`src/rtl/data_memory.sv`:
```
// Clocked byte-addressable data memory for the load/store path.
// Byte/half/word accesses, selectable endianness, one-cycle load latency.
module data_memory #(
  parameter int DEPTH      = 16,
  parameter int ADDR_W     = 32,
  parameter bit BIG_ENDIAN = 1'b0
) (
  input  logic              clk,
  input  logic              rst,
  input  logic [ADDR_W-1:0] addr,
  input  logic [31:0]       wdata,
  input  logic              ld_en,
  input  logic              st_en,
  input  logic [1:0]        size,
  input  logic              ld_signed,
  output logic [31:0]       rdata,
  output logic              rd_valid,
  output logic              err
);

  localparam int IDX_W = $clog2(DEPTH);
  localparam int OFF_W = IDX_W + 2;

  localparam logic [1:0] SZ_B = 2'b00;
  localparam logic [1:0] SZ_H = 2'b01;
  localparam logic [1:0] SZ_W = 2'b10;

  logic [31:0] mem_q [DEPTH];
  logic [31:0] mem_d [DEPTH];

  logic [31:0] rdata_q, rdata_d;
  logic        rd_valid_q, rd_valid_d;
  logic        err_q, err_d;

  logic [IDX_W-1:0]  idx;
  logic [ADDR_W-1:0] hi;
  logic [1:0]        off;
  logic [1:0]        lane;
  logic              hsel;
  logic              in_range;
  logic              aligned;
  logic              is_b, is_h, is_w;
  logic              req, legal;
  logic              st_fire, ld_fire;
  logic [3:0]        be;
  logic [31:0]       wd_al;
  logic [31:0]       rd_word;
  logic [31:0]       shifted;
  logic [7:0]        b_val;
  logic [15:0]       h_val;
  logic [31:0]       ld_val;

  assign idx      = addr[OFF_W-1:2];
  assign hi       = addr >> OFF_W;
  assign in_range = (hi == '0);
  assign off      = addr[1:0];

  // Big-endian flips the lane order inside the word: byte b -> lane 3-b.
  assign lane = BIG_ENDIAN ? ~off : off;
  assign hsel = BIG_ENDIAN ? ~off[1] : off[1];

  assign is_b = (size == SZ_B);
  assign is_h = (size == SZ_H);
  assign is_w = (size == SZ_W);

  always_comb begin
    aligned = 1'b0;
    be      = 4'b0000;
    wd_al   = wdata;
    unique case (1'b1)
      is_b: begin
        aligned = 1'b1;
        be      = 4'b0001 << lane;
        wd_al   = {4{wdata[7:0]}};
      end
      is_h: begin
        aligned = ~off[0];
        be      = hsel ? 4'b1100 : 4'b0011;
        wd_al   = {2{wdata[15:0]}};
      end
      is_w: begin
        aligned = (off == 2'b00);
        be      = 4'b1111;
        wd_al   = wdata;
      end
      default: begin
        aligned = 1'b0;
        be      = 4'b0000;
        wd_al   = wdata;
      end
    endcase
  end

  assign req     = ld_en | st_en;
  assign legal   = (ld_en ^ st_en) & aligned & in_range;
  assign st_fire = st_en & legal;
  assign ld_fire = ld_en & legal;

  assign rd_word = mem_q[idx];
  assign shifted = rd_word >> {lane, 3'b000};
  assign b_val   = shifted[7:0];
  assign h_val   = hsel ? rd_word[31:16] : rd_word[15:0];

  always_comb begin
    ld_val = rd_word;
    unique case (1'b1)
      is_b:    ld_val = {{24{ld_signed & b_val[7]}}, b_val};
      is_h:    ld_val = {{16{ld_signed & h_val[15]}}, h_val};
      default: ld_val = rd_word;
    endcase
  end

  always_comb begin
    for (int w = 0; w < DEPTH; w++) begin
      mem_d[w] = mem_q[w];
    end
    if (st_fire) begin
      for (int l = 0; l < 4; l++) begin
        if (be[l]) begin
          mem_d[idx][8*l +: 8] = wd_al[8*l +: 8];
        end
      end
    end
  end

  always_comb begin
    rdata_d    = ld_fire ? ld_val : rdata_q;
    rd_valid_d = ld_fire;
    err_d      = req & ~legal;
  end

  always_ff @(posedge clk or negedge rst) begin
    if (!rst) begin
      for (int w = 0; w < DEPTH; w++) begin
        mem_q[w] <= '0;
      end
      rdata_q    <= '0;
      rd_valid_q <= 1'b0;
      err_q      <= 1'b0;
    end else begin
      for (int w = 0; w < DEPTH; w++) begin
        mem_q[w] <= mem_d[w];
      end
      rdata_q    <= rdata_d;
      rd_valid_q <= rd_valid_d;
      err_q      <= err_d;
    end
  end

  assign rdata    = rdata_q;
  assign rd_valid = rd_valid_q;
  assign err      = err_q;

endmodule

```
`config.mk`:
```
export PLATFORM = sky130hd
export DESIGN_NAME = data_memory
export DESIGN_NICKNAME = d
export VERILOG_FILES = /design/src/rtl/data_memory.sv
export SDC_FILE = /design/constraint.sdc
export NUM_CORES = 1
export LEC_CHECK = 0
export BUFFER_PORTS_ARGS = -buffer_cell sky130_fd_sc_hd__buf_2
export CAP_MARGIN = 20
export CORE_MARGIN = 4
export CORE_UTILIZATION = 50
export DETAILED_ROUTE_END_ITERATION = 10
export HOLD_SLACK_MARGIN = 0.02
export PLACE_DENSITY = 0.7
export SLEW_MARGIN = 40
export SYNTH_ARGS = -nofsm -noshare
export SYNTH_HDL_FRONTEND = slang
export SYNTH_SLANG_ARGS = --single-unit
```
`constraint.sdc`:
```
create_clock -name clk -period 4.9 [get_ports clk]
set_clock_uncertainty 0.15 [all_clocks]
set_input_delay 0.49 -clock clk [delete_from_list [all_inputs] [get_ports clk]]
set_output_delay 0.49 -clock clk [all_outputs]
set_load 0.05 [all_outputs]
```
After elaboration in Yosys (flattened, before gate mapping):

Cells that the tools add are included.
Widths: inputs -> output; s select.

* input port bits: 71
* memory bits (read-only): 0
* bits in registers: 546
* bits in latches: 0
* RAM bits: 0
* memories: 0

* multiplexer cells: 28
* $add $sub $neg: 0
* equal/unequal tests: 2
* bitwise logic cells: 12
* $mul: 0
* divide/modulo/power cells: 0
* reduce and logical (&&, ||, !) cells: 4
* shift-type cells: 2
* magnitude comparators: 2

Operator list (count)
* $mux 512: 7
* $bwmux 512: 4
* $demux 32 s4: 4
* $bmux 32 s4: 1
* $pmux 32 s2: 2
* $mux 32: 3
* $logic_not 32->1: 1
* $mux 16: 2
* $shr 32x5->8: 1
* $mux 24: 1
* $pmux 4 s3: 1
* $mux 8: 1
* $and 1x1->1: 7
* $ge 5x5->1 const B: 1
* $lt 5x1->1 const B: 1
* $not 4->5: 1
* $logic_not 2->1: 2
* $mux 4: 1
* $shl 1x2->4 const A: 1
* $pmux 1 s3: 1
* $eq 2x1->1 const B: 1
* $eq 2x2->1 const B: 1
* $not 1->1: 2
* $logic_and 1x1->1: 1
* 2 further kinds: 2

Depth between registers and ports, before layout:

Gate-level depths: netlist of the first run.

* depth after elaboration: 16
* gate-level depth with buffers: 11

Least setup slack after synthesis of the first run:

Ideal clock, no wire load.

* path type: input port to flip-flop
* start point: input port st_en
* end point: register mem_q[400] in the netlist's numbering
* path slack: 2058 ps
* buffers on the path: 1
* arrival time: 2567 ps
* cell stages on the path: 9
* data required time: 4625 ps
* library setup time: 125 ps
* cells stage by stage: inv_1 > ha_1 > nor4b_2 > nand4_2 > nor4b_4 > nand2_2 > buf_6 > nor3_4 > mux2_2

* word-level cells in the longest chain between the ends: 4

Ends and longest elaborated chain
* start, declared: RTL line 13 `input logic st_en,`
* $xor 1x1->1: RTL line 95 `assign legal = (ld_en ^ st_en) & aligned & in_range;`
* $and 1x1->1 (2 in series): RTL line 95
* $and 1x1->1 *: RTL line 96 `assign st_fire = st_en & legal;`
* end signal, assigned by index: RTL line 142 `mem_q[w] <= mem_d[w];`
* end, declared: RTL line 28 `logic [31:0] mem_q [DEPTH];`

Mark *: on every way between the ends. The rest lies on a longest branch, timed or not.
A chain may end at the register's enable or synchronous reset.

Final worst setup path of the first run:

* start point: input port addr[16]
* end point: register mem_q[150] in the netlist's numbering

* word-level cells in the longest chain between the ends: 3

Ends and longest elaborated chain
* start, declared: RTL line 10 `input logic [ADDR_W-1:0] addr,`
* $logic_not 32->1: RTL line 55 `assign in_range = (hi == '0);`
* $and 1x1->1: RTL line 95
* $and 1x1->1: RTL line 96

No other way between the ends.

==> out/metrics.cfg, run 1 <==
[synthesis]
yosys_warnings = 0
synth_ff_type = dfrtp_1
synth_edf_count = 0
syn_area_per_cell_um2 = 13.4
ys_seq_area_share_pct = 53.4
synth_async_sr_flop_share_pct = 100
syn_nets = 1979
synth_top_area_share_pct = 53.4
syn_inst = 1907
yosys-top-cells-area = dfrtp_1 (53%), mux2_2 (14%), mux4_2 (10%)
yosys.area.top_type = dfrtp_1
ys_ff_latch = 546
synth_cell_types = 46
syn_area_um2 = 25600

[sta]
fin_crit_ps = 3580
fin_crit_sh_pct = 73.0
drv_slew = 0
maxSlewHeadroom_pct = 44.6
finalHoldViolCount = 0
rsz0062_at_grt = false
holdWs_ps = 160
worst_slew_pin_slew_ps = 823
max_freq_mhz = 280
setup_viol = 0
finalSetupTns_ps = 0

[drt]
dr.pass1.iters = 5
via_per_inst = 6.05
drc_errors = 0
first_iter_violations = 1503
vias = 16272
ant_nets = 0
drt-total-wl_mm = 64.4
wl_per_cell_um = 23.9

[worst_setup_path]
slowest_stage = nor4_1
startpoint_type = primary input
path_cells = buf_2 -> nor4_1 -> nand4_1 -> nor4b_4 -> nand2_2 -> nor3_2 -> mux2_2
critPathMaxStageDelay_ps = 720
arrival_ps = 3920
endpoint_kind = flip-flop
crit_type = in -> reg
required_ps = 5240
critPathTopFamily = simple AND/OR/NAND/NOR gates
cp_max_fo = 12
cp_num_buf_inv = 1

[grt]
grt_max_degree = 151
grt_pass1_vias = 16861
grt_pass1_wl_mm = 101
antenna_found_initial = 2
grtUsageTotal_pct = 23.9
grt_overflow = 0

[die]
ios = 105
start_util_pct = 50.8
num_rows = 82
dieWidth_um = 234
die-area_um2 = 54800
die_h_um = 234
coreArea_um2 = 50400

[worst_hold_path]
hold_class = in -> reg

[place]
portBuffers = 104
gp_congestion = 0.862
hpwlAfterDp_mm = 43.7

[status]
outcome = complete, no violations

[clock_network]
clkTransAtPathRegs_ps = 60
htreeDepth = 2
cts-resized-gates = 0
cts_hold_buf = 1
cts_tree = yes
clock_latency_ps = 620
cts.sinks = 546
post_cts.repair.setup_buffers = 0
clock_path_buffers = 3
root_buffer = clkbuf_16
cts_buffers = 56

[finish]
final_nets = 2044
layout_commonest_cell = dfrtp_1
fillers = 4007
drive_gt1_share_pct = 35.3
final_cell_mix = dfrtp_1 (546), mux2_2 (309), nand2_1 (173), o21ai_0 (138), mux4_2 (119)
area_delta_synth_final_pct = 12.3

[power]
ir_drop_v = 0.000279
leakagePower_nw = 14.0
powerDensity_nw_per_um2 = 324

[run]
cap_violations = 0

metal layers:
| layer | part of all wire (%) | up-vias | global-route usage, % |
|---|---|---|---|
| met5 | 0.017 | - | 0 |
| met4 | 2.5 | 2 | 6.54 |
| met3 | 7.7 | 101 | 6.68 |
| met2 | 46 | 545 | 36.8 |
| met1 | 44 | 8458 | 33.8 |
| li1 | - | 7166 | - |
worst register-to-register path: cells and delay by family (launching register included):
kind	cells	cell delay [ps]
compound gates	4	1250
flops	1	380
mux	1	330
simple gates	1	180
synth_stat cells (2+ instances only):
cell type,count
nor3_1,5
nand3_1,13
nor2b_1,7
o21a_1,8
nor4_1,4
mux4_2,119
inv_1,12
nand2b_1,5
a21oi_1,27
nand4_1,22
buf_1,11
mux2_2,309
a31oi_1,31
nand2_2,12
o21ai_1,3
nor3_2,3
dfrtp_1,546
a22oi_1,43
nor2_1,59
nand3b_1,2
clkbuf_1,93
buf_2,27
and2_1,2
nor3_4,11
o2111ai_1,2
o22ai_1,23
a41oi_1,3
nand2_1,173
nand2_4,10
and3_1,5
o21ai_0,138
mux2_1,105
mux2i_1,54
buf_4,8
per-stage QoR:
stage	std cells	instance area, um2	power (W)	setup slack (ps)	utilization (%)
2_1_floorplan	1907	25600	0.00485	2060	-
3_3_place_gp	2582	26700	0.00509	715	53.0
3_5_place_dp	2584	26800	0.00511	758	53.2
4_1_cts	2688	28700	0.00939	1400	56.9
5_1_grt	2690	28700	0.00963	1200	57.0
6_report	2690	28700	0.00931	1320	57.0
flip-flops by register name (all words and copies together), names as in the netlist:
name / flops
err: 1
mem_q: 512
rdata: 32
rd_valid: 1
power breakdown:
| group | total [W] | switching [W] | internal [W] |
|---|---|---|---|
| clock network | 0.00428 | 0.00175 | 0.00253 |
| logic | 0.000521 | 0.000385 | 0.000136 |
| registers | 0.00451 | 0.000000127 | 0.00451 |
| total | 0.00931 | 0.00213 | 0.00718 |
worst paths after layout:
| kind | startpoint | end | slack [ps] | depth (start not counted) |
|---|---|---|---|---|
| setup / recovery | addr[16] | mem_q[150] | 1320 | 7 |
| hold / removal | ld_en | err | 160 | 4 |
| setup reg to reg | mem_q[15] | rdata[15] | 2480 | 6 |
| hold reg to reg | mem_q[57] | mem_q[57] | 320 | 2 |
| max in group asynchronous | rst | mem_q[386] | 2910 | 4 |
| min in group asynchronous | rst | mem_q[253] | 360 | 2 |
kinds of logic after synthesis:
logic type	after synthesis	synth area share (%)
compound gates	279	6.31
flops	546	53.4
buf+inv	154	2.58
simple gates	340	6.80
fa+ha+maj	1	0.0489
mux	587	30.8
final cells by class:
cell class / instances / area, um2 / area share [%]
clock inverter: 16 / 166 / 0.580
tap: 672 / 841 / 2.93
inverter: 13 / 48.8 / 0.170
clock buffer: 87 / 1700 / 5.92
timing repair buffer: 148 / 998 / 3.48
sequential: 546 / 13700 / 47.6
multi-input combinational: 1207 / 11300 / 39.3
antenna: 1 / 2.50 / 0.00872
No activity file was read; power rests on OpenSTA's default activity.
==> inputs of run 2 (changes only) <==
PLACE_DENSITY = 0.72   (was 0.7)
clock period = 2.9 ns   (was 4.9 ns; I/O delays follow)
==> run 2 against run 1 <==
Compared with the run above:
- combinational power increased by 86%
- sequential cell count is the same
- sequential power increased by 69%
- clock power grew 70%
- count of clock-buffer cells in the layout is 5 lower
- routed wire length is 4.1% higher
- power grew 70%
- critical path depth rose by 4
- design area grew 3.9%
- sequential share of layout area shrank 1.8 points
- register-to-register slack lost 1900 ps
- via count grew 3.4%
==> out/metrics.cfg, run 2 (synthesized netlist as in run 1, its figures left out) <==
[grt]
grt_max_degree = 79
grt_overflow = 0
grt_pass1_wl_mm = 104
antenna_found_initial = 3
grtUsageTotal_pct = 24.9
grt_pass1_vias = 17310

[run]
cap_violations = 0

[finish]
top_register = mem_q
largest_reg_flops = 512
final_nets = 2141
drive_gt1_share_pct = 37.7
layout_commonest_cell = dfrtp_1
area_delta_synth_final_pct = 16.7
layoutNonFillerInstCount = 2788
final_cell_mix = dfrtp_1 (546), mux2_2 (309), nand2_1 (173), o21ai_0 (138), mux4_2 (119)
fillers = 3829
finish.instance_area_um2 = 29800

[die]
coreArea_um2 = 50400
ios = 105
die-area_um2 = 54800
dieWidth_um = 234
start_util_pct = 50.8
die_h_um = 234
num_rows = 82

[drt]
dr.pass1.iters = 5
drc_errors = 0
ant_nets = 0
first_iter_violations = 1524
drt-total-wl_mm = 67.1
vias = 16820
via_per_inst = 6.03
wl_per_cell_um = 24.0

[sta]
maxSlewHeadroom_pct = 50.1
holdWs_ps = 85.9
fin_crit_ps = 2780
finalHoldViolCount = 0
max_freq_mhz = 359
setup_viol = 0
drv_slew = 0
worst_slew_pin_slew_ps = 743
fin_crit_sh_pct = 95.9
rsz0062_at_grt = false

[worst_setup_path]
r2r-end = rdata[1]
endpoint = mem_q[174]
endpoint_kind = flip-flop
arrival_ps = 3120
reg2reg_depth = 6
cp_max_fo = 9
crit_type = in -> reg
required_ps = 3240
critPathLaunch = ld_en
ff2ff_setup_slack_ps = 570
r2r_start = mem_q[457]
startpoint_type = primary input

[power]
ir_drop_v = 0.000406
leakagePower_nw = 14.6
powerDensity_nw_per_um2 = 531

[clock_network]
clock_latency_ps = 610
cts_buffers = 55
htreeDepth = 2
cts_tree = yes
clock_path_buffers = 3
cts.sinks = 546
root_buffer = clkbuf_16
clkTransAtPathRegs_ps = 60

[place]
hpwlAfterDp_mm = 46.8
dp.cells = 2676
portBuffers = 104
gp_congestion = 0.865
placed_cell_area_um2 = 27900

[worst_hold_path]
hold_class = in -> async

[status]
outcome = complete, no violations

[run 2: cell types whose count changed in the layout (fill, tap and decap cells not counted), moves of 3 or more]
cell           change
dlygate4sd3_1      +5
clkbuf_8           -4
a21oi_1            +3
buf_4             +57
buf_12            +37
buf_16             -3
clkinvlp_4         +3
[run 2: worst min-delay path by stage]
stage          slack (ps)  startpoint          to
2_1_floorplan        -160         rst         err
3_5_place_dp          150         rst  mem_q[476]
4_1_cts                60   wdata[31]  mem_q[415]
3_3_place_gp          150         rst  mem_q[476]
6_report               90         rst  mem_q[476]
5_1_grt                90   wdata[31]   mem_q[31]
[run 2: report_power, final]
part / switching, W / internal [W]
logic: 0.000681 / 0.000287
registers: 0.000000166 / 0.00762
clock network: 0.00301 / 0.00426
[run 2: critical path: stages]
cell and delay, ps:
dlygate4sd3_1 520, buf_2 120, inv_1 40, ha_1 280, nor4b_4 230, nand4_4 190, nor4b_4 380, o21a_1 240
buf_12 150, nand2_1 280, mux2_2 390
[run 2: final cells by class]
| cell class | count | area, um2 | share of cell area, % |
|---|---|---|---|
| Sequential cell | 546 | 13700 | 45.8 |
| Multi-Input combinational cell | 1207 | 11300 | 37.8 |
| Tap cell | 672 | 841 | 2.82 |
| Inverter | 13 | 48.8 | 0.164 |
| Antenna cell | 1 | 2.50 | 0.00839 |
| Clock inverter | 21 | 253 | 0.847 |
| Clock buffer | 82 | 1600 | 5.36 |
| Timing Repair Buffer | 246 | 2160 | 7.23 |
[run 2: what timing repair did]
| item | 4_1_cts | 5_1_grt |
|---|---|---|
| endpoints found under the hold margin | 237 | 0 |
| hold buffers | 6 | 0 |
| endpoints found under the setup margin | 0 | 248 |
| setup buffers | 0 | 2 |
| gates resized for setup | 0 | 7 |
[run 2: metrics by stage]
stage               setup TNS, ps  setup WS, ps  util, %  power (W)
finish                          0           118     59.2     0.0159
global route                    0          30.5     59.2     0.0163
CTS                             0          51.5     59.1     0.0159
detailed placement         -21350          -159     55.3    0.00871
global placement            -7430         -80.8     55.3    0.00870
floorplan                       0           258        -    0.00820
[run 2: routing by layer]
layer / global-route usage, % / share of wire (%)
met5: 0 / 0.040
met4: 5.89 / 2.3
met3: 4.24 / 7.1
met2: 38.4 / 46
met1: 37.3 / 44
